$ cat config.mk
export PLATFORM = sky130hd
export DESIGN_NAME = alu_seq
export DESIGN_NICKNAME = d
export VERILOG_FILES = /design/src/rtl/alu_seq.sv
export SDC_FILE = /design/constraint.sdc
export NUM_CORES = 1
export LEC_CHECK = 0
export CAP_MARGIN = 20
export CORE_AREA = 3 3 129 131
export CTS_CLUSTER_DIAMETER = 120
export CTS_CLUSTER_SIZE = 14
export DETAILED_ROUTE_END_ITERATION = 12
export DIE_AREA = 0 0 132 134
export PLACE_DENSITY = 0.74
export SLEW_MARGIN = 25
export SYNTH_ARGS = -nofsm -noshare
export SYNTH_HDL_FRONTEND = slang
export SYNTH_SLANG_ARGS = --single-unit
export TNS_END_PERCENT = 30
$ cat constraint.sdc
create_clock -name clk -period 6.4 [get_ports clk]
set_input_delay 1.6 -clock clk [delete_from_list [all_inputs] [get_ports clk]]
set_output_delay 1.6 -clock clk [all_outputs]
set_load 0.01 [all_outputs]
$ cat src/rtl/alu_seq.sv
// alu_seq: handshaked add/sub ALU with an iterative shift-add multiplier.
// Results are held in registers until the sink accepts them.
module alu_seq #(
    parameter int PART_LEN   = 8,
    parameter int MUL_SIGNED = 0
) (
    input  logic                    clk,
    input  logic                    rst_n,
    input  logic                    in_valid,
    output logic                    in_ready,
    input  logic [2*PART_LEN-1:0]   a,
    input  logic [2*PART_LEN-1:0]   b,
    input  logic [1:0]              control_sig,
    output logic                    out_valid,
    input  logic                    out_ready,
    output logic [2*PART_LEN-1:0]   res,
    output logic                    ovf,
    output logic                    busy
);
    localparam int W   = 2 * PART_LEN;
    localparam int CW  = $clog2(W);
    localparam bit SGN = (MUL_SIGNED != 0);

    typedef enum logic [1:0] {IDLE, MUL, DONE} state_t;

    state_t          state_q;
    logic [W-1:0]    res_q, mcand_q, mplier_q;
    logic [2*W-1:0]  acc_q;
    logic [CW-1:0]   cnt_q;
    logic            ovf_q, vld_q, neg_q;

    logic [W:0]      sum_w, dif_w;
    logic [W-1:0]    mag_a, mag_b;
    logic [2*W-1:0]  acc_d, prod;
    logic            mul_ovf;

    // Signed multiply iterates on magnitudes; the W-bit magnitude of the most negative value is exact.
    always_comb begin
        sum_w   = {1'b0, a} + {1'b0, b};
        dif_w   = {1'b0, a} - {1'b0, b};
        mag_a   = (SGN && a[W-1]) ? -a : a;
        mag_b   = (SGN && b[W-1]) ? -b : b;
        acc_d   = acc_q + (mplier_q[0] ? ({{W{1'b0}}, mcand_q} << cnt_q) : '0);
        prod    = (SGN && neg_q) ? -acc_d : acc_d;
        mul_ovf = SGN ? (prod[2*W-1:W] != {W{prod[W-1]}}) : |prod[2*W-1:W];
    end

    always_ff @(posedge clk) begin
        if (!rst_n) begin
            state_q  <= IDLE;
            res_q    <= '0;
            ovf_q    <= 1'b0;
            vld_q    <= 1'b0;
            cnt_q    <= '0;
            acc_q    <= '0;
            mcand_q  <= '0;
            mplier_q <= '0;
            neg_q    <= 1'b0;
        end else begin
            case (state_q)
                IDLE: if (in_valid) begin
                    if (control_sig[1]) begin
                        res_q   <= control_sig[0] ? dif_w[W-1:0] : sum_w[W-1:0];
                        ovf_q   <= control_sig[0] ? dif_w[W] : sum_w[W];
                        vld_q   <= 1'b1;
                        state_q <= DONE;
                    end else begin
                        mcand_q  <= mag_a;
                        mplier_q <= mag_b;
                        neg_q    <= SGN && (a[W-1] ^ b[W-1]);
                        acc_q    <= '0;
                        cnt_q    <= '0;
                        state_q  <= MUL;
                    end
                end
                MUL: begin
                    acc_q    <= acc_d;
                    mplier_q <= mplier_q >> 1;
                    cnt_q    <= cnt_q + CW'(1);
                    if (cnt_q == CW'(W - 1)) begin
                        res_q   <= prod[W-1:0];
                        ovf_q   <= mul_ovf;
                        vld_q   <= 1'b1;
                        state_q <= DONE;
                    end
                end
                DONE: if (out_ready) begin
                    vld_q   <= 1'b0;
                    state_q <= IDLE;
                end
                default: state_q <= IDLE;
            endcase
        end
    end

    assign in_ready  = (state_q == IDLE);
    assign busy      = (state_q != IDLE);
    assign out_valid = vld_q;
    assign res       = res_q;
    assign ovf       = ovf_q;
endmodule
# After elaboration in Yosys (flattened, before gate mapping)
# Cells that the tools add are included.
# word_totals
wordCells	62
inputBits	38
out_inout_bits	20
register_bits	88
# classes
n_reduce_logical	10
mux	30
bitwise_logic	1
n_shift	1
add_sub_neg	4
n_eq_ne	8
# op_table
cell	count
16-bit two-way mux	6
32-bit two-way mux	3
16-bit case mux with 2 select lines	2
32-bit case mux with 2 select lines	1
32-bit adder	1
16-bit by 4-bit << shifter with 32-bit output	1
16-bit by 16-bit adder with 17-bit output	1
16-bit by 16-bit subtractor with 17-bit output	1
16-bit OR reduction	1
3-bit AND reduction	3
1-bit two-way mux	8
2-bit two-way mux	4
4-bit two-way mux	2
2-bit != test (second input constant)	4
4-bit case mux with 2 select lines	1
2-bit case mux with 3 select lines	1
5-bit AND reduction	1
4-bit by 1-bit adder with 4-bit output (second input constant)	1
4-bit equality test (second input constant)	1
4-bit AND reduction	1
2-bit nonzero test	2
1-bit case mux with 3 select lines	1
3-bit nonzero test	1
2-bit by 1-bit equality test with 1-bit output (second input constant)	1
other kinds (5)	5

# Depth between registers and ports, before layout
# depth
depth_word	6
mapped_depth	20
depth_no_buf	17

# Worst setup path before layout
# No wires, ideal clock.
# synth_path
path_type	register to register
from	register cnt_q[1]
to	register ovf_q (netlist: ovf)
n_path_buf	2
required_time_ps	6269
arrival_ps	4097
path_stages_with_launch	17
slack_ps	2172
synth_period_minus_slack_ps	4228
setup_ps	131
cell_sequence	dfxtp_1 > clkbuf_1 > clkbuf_1 > mux2_2 > a21oi_1 > nor2_1 > o311a_1 > ha_1 > a21o_1 > a31o_4 > a41o_1 > or3_1 > o221ai_2 > a21oi_2 > a311o_1 > a21oi_1 > a31oi_1
# synth_via
elab_chain_len	6
elab_cells_between_ends	9
cone_classes	1 x add/sub; 2 x eq/ne; 1 x shift; 3 x mux; 2 x reduce/logical
# synth_lines
element	line_no	source
start: declaration	29	logic [CW-1:0] cnt_q;
start signal: assignment	79	cnt_q <= cnt_q + CW'(1);
16-bit by 4-bit << shifter with 32-bit output	43	acc_d = acc_q + (mplier_q[0] ? ({{W{1'b0}}, mcand_q} << cnt_q) : '0);
32-bit two-way mux	43	
32-bit adder	43	
16-bit OR reduction	45	mul_ovf = SGN ? (prod[2*W-1:W] != {W{prod[W-1]}}) : |prod[2*W-1:W];
1-bit two-way mux	80	if (cnt_q == CW'(W - 1)) begin
1-bit case mux with 2 select lines	60	case (state_q)
end signal: assignment	64	ovf_q <= control_sig[0] ? dif_w[W] : sum_w[W];
end signal: assignment	82	ovf_q <= mul_ovf;
end: declaration	30	logic ovf_q, vld_q, neg_q;
# Several ways; a longest one is shown, not always the timed one. The select of a mux whose other input is x is not followed.
# A chain may end at the register's enable or synchronous reset.

# Worst setup path after layout
# Same ends and word-level chain as after synthesis.

==> results by group <==
Outcome
  – Result of the run: completed

Floorplan
  – Die boundary width: 132 um
  – Row Count: 46
  – Core ar.: 15710 um2
  – Die Outline Area: 17690 um2
  – Die Span Y: 134 um
  – Initial Util: 49.17%
  – # IOs: 58

Worst setup path
  – Chain of cells forming the critical path: buf_4, mux2i_1, o22a_1, nor2_1, a21oi_1, nor2_1, ha_1, o21ai_0, nor2_1, nand4_2, and2_1, o31ai_1, xor2_1, or4b_1, nor4_1, a31oi_1
  – Worst-case register-to-register setup slack: 1480 ps
  – Worst Reg-to-Reg Cells: 16
  – Required time of the worst setup path: 6610 ps
  – Highest cell delay on the worst timing path: 800 ps
  – Nature of the critical path endpoint: register
  – Arr. time, crit path: 5130 ps
  – Beginning of the worst register-to-register path: cnt_q[1]$_SDFFE_PN0P_
  – Worst Path Class, Setup: register to register
  – Beginning of the critical path: cnt_q[1]$_SDFFE_PN0P_
  – Critical path buffer and inverter count: 1
  – Critical Path Source Type: register
  – Cell with the most instances on the worst path: nor2_1
  – Depth of the critical timing path with buffers and inverters included: 16
  – Maximum fanout along the worst path: 20
  – End of the worst register-to-register path: ovf$_SDFFE_PN0P_
  – Family with the most delay on the worst path: simple AND/OR/NAND/NOR gates
  – Critical Path Slowest Stage Cell: dfxtp_1

Timing
  – Slew @ Worst Pin: 1018 ps
  – Hold Worst Slack: 462.0 ps
  – Unrepaired setup endpoints after global routing: false
  – Setup slack of the critical path after layout: 1483 ps
  – Final worst path period share: 76.83%
  – Max-slew violation count: 0
  – Final min period: 4917 ps
  – Setup tns final: 0 ps
  – Total setup violations reported at the end of the flow: 0
  – Peak Freq: 203.4 MHz
  – Worst max-slew margin expressed relative to the limit: 32.04%
  – Worst clock skew: 7.971 ps
  – Final-report hold violation count: 0

Power
  – Switching power share of the total: 30.09%
  – Worst IR Drop VDD: 0.1292 mV
  – Proportion of power drawn by combinational gates: 23.0%
  – Sequential group share of total power: 40.1%
  – Cell-internal power: 1038 uW
  – Switching component of the power: 446.9 uW
  – Proportion of power drawn by the clock network: 36.9%
  – Cell area power density: 170.4 nW/um2
  – Final total power: 1485 uW
  – Leakage power: 0.003601 uW

Logic synthesis
  – Post-Synthesis Net Count: 1105
  – Number of enable-type register cells in the synthesized netlist: 0
  – Most used DFF post-synth: dfxtp_1
  – #FFs+latches synth: 88
  – Sequential fraction of the synthesis area: 22.80%
  – Share of the synthesized area in the top cell type: 22.80%
  – Yosys Warn Count: 0
  – Cell area after synthesis: 7726 um2
  – Synthesized area per cell: 7.726 um2
  – Post-synthesis async set-or-reset flop share: 0%
  – Number of cells produced by synthesis: 1000
  – Biggest area contributors in the synthesized netlist: dfxtp_1 (23%), ha_1 (10%), nand2_1 (7.4%)
  – Synth cell types: 88
  – Top cell type by total area after synthesis: dfxtp_1

Placed design
  – Weighted congestion reported at the end of routability-driven placement: 0.9408
  – Instance area at placement: 8419 um2
  – Worst slack, placed: 1244 ps
  – Port-buffer cells: 57
  – Placed wire-length estimate after detailed placement: 16000 um

Layout
  – Design Area, Final: 8718 um2
  – Area growth syn-to-layout: 12.84%
  – Final-stage net count: 1122
  – Number of diodes added for antenna fixing: 0
  – Proportion of layout cells with a drive suffix above 1: 6.849%

CTS
  – Clk sink count: 88
  – CTS tree: done
  – Cts bufs inserted: 9
  – # Post-CTS Setup Buffers: 0
  – Clock root cell: clkbuf_16
  – Clk slew on worst S/H paths: 70 ps
  – CTS resizes: 0
  – Maximum level of the CTS H-tree: 3
  – Longest Clk Path Bufs: 2
  – Count of hold buffers inserted by post-cts repair: 0
  – Clock Latency Late Sink: 350 ps

Detailed routing
  – DRT antenna net count: 0
  – Iteration count of the initial detailed-routing pass: 7
  – Routed via count divided by cell count: 6.020
  – Number of remaining DRC errors: 0
  – Routed Wire Length: 21600 um
  – Vias: 7453
  – Iteration-0 DRC count of the detailed router: 608
  – Mean routed wirelength per cell: 17.45 um

GRT
  – Vias in the first global route: 6970
  – Global-route usage over all layers: 24.38%
  – First-pass GRT wire length: 35510 um
  – Initial antenna violation count: 0
  – Largest net degree at the start of global routing: 90
  – Overflow after GRT: 0

Worst hold path
  – Class of the most critical hold timing path: register to register
  – Cells on Worst Hold Path: 2
  – Worst-case hold path end point: acc_q[16]$_SDFFE_PN0P_
  – Hold Path Origin: acc_q[16]$_SDFFE_PN0P_

Run
  – MaxCap Viol Count: 0
registers in the layout, summed over array words and instances (netlist names):
name and cells:
acc_q 32, cnt_q 4, mcand_q 16, mplier_q 16
out_valid 1, ovf 1, res 16, state_q 2
worst max-delay path by stage:
stage	end	slack (ps)
floorplan	ovf$_SDFFE_PN0P_	2170
global placement	ovf$_SDFFE_PN0P_	1320
detailed placement	ovf$_SDFFE_PN0P_	1240
CTS	ovf$_SDFFE_PN0P_	1540
global route	ovf$_SDFFE_PN0P_	1100
finish	ovf$_SDFFE_PN0P_	1480
logic make-up (layout without fill, tap and decap cells):
group,Yosys count,after routing,synth area share [%]
flops,88,88,22.80
buf+inv,106,128,5.409
simple gates,357,357,22.25
compound gates,319,319,29.90
xor+xnor,33,33,3.741
mux,30,30,4.761
fa+ha+maj,67,67,11.14
per-layer routing:
metal,track usage [%],vias to the layer above,part of all wire (%)
li1,-,3688,-
met1,32.76,3476,46
met2,39.62,242,45
met3,3.338,47,5.9
met4,9.977,0,3.0
met5,0,-,0
synth_stat cells (all sizes together), types with 4 or more instances:
cell type,instances
and3,6
o211a,22
a211oi,8
dfxtp,88
nor3,30
a311o,4
a21oi,61
a21boi,38
nand2b,13
a22oi,15
a31oi,24
mux2i,21
nor2b,28
nand3b,6
o31ai,7
mux4,5
a2111oi,5
nand4,9
and2,11
a21o,10
o21ai,54
nand3,25
nor2,51
xnor2,24
inv,42
xor2,9
mux2,4
o21a,7
ha,64
clkbuf,53
o311a,4
o21bai,4
buf,11
nor4,10
o211ai,22
nand2,152
power by group through the flow:
| stage | clock, uW | sequential (uW) | combinational, uW |
|---|---|---|---|
| after floorplan | 0 | 604 | 223 |
| after global placement | 0 | 606 | 333 |
| after detailed placement | 0 | 607 | 337 |
| after CTS | 556 | 594 | 339 |
| after global routing | 572 | 597 | 379 |
| final | 548 | 595 | 342 |
cell usage in the layout (no fill, tap or decap), drive strengths merged, types with 8 or more instances in the layout:
master	n
and2	11
nor2b	28
a21oi	61
o21ai	54
xor2	9
nor2	51
a21boi	38
dfxtp	88
buf	14
o211a	22
nand4	9
mux2i	21
nand3	25
o211ai	22
nand2	152
clkdlybuf4s50	56
clkbuf	12
a22oi	15
nand2b	13
xnor2	24
a31oi	24
a21o	10
nor3	30
a211oi	8
inv	43
ha	64
nor4	10
stage by stage:
| stage | std cells | utilization, % |
|---|---|---|
| 6_report | 1238 | 55.49 |
| 5_1_grt | 1238 | 55.49 |
| 4_1_cts | 1238 | 55.49 |
| 3_5_place_dp | 1222 | 53.58 |
| 3_3_place_gp | 1221 | 53.51 |
| 2_1_floorplan | 1000 | - |
worst register-to-register path, cell delays in order (launching register included):
cell,delay [ps]
dfxtp_1,800
buf_4,340
mux2i_1,230
o22a_1,230
nor2_1,60
a21oi_1,200
nor2_1,90
ha_1,370
o21ai_0,120
nor2_1,400
nand4_2,210
and2_1,220
o31ai_1,290
xor2_1,130
or4b_1,530
nor4_1,420
a31oi_1,140
cell type report:
| type | count | area, um2 |
|---|---|---|
| Clock inverter | 4 | 52.55 |
| Timing Repair Buffer | 70 | 666.9 |
| Tap cell | 216 | 270.3 |
| Sequential cell | 88 | 1762 |
| Multi-Input combinational cell | 806 | 5563 |
| Clock buffer | 12 | 246.5 |
| Inverter | 42 | 157.7 |
| Fill cell | 1454 | 6994 |
No activity file was read; power rests on OpenSTA's default activity.
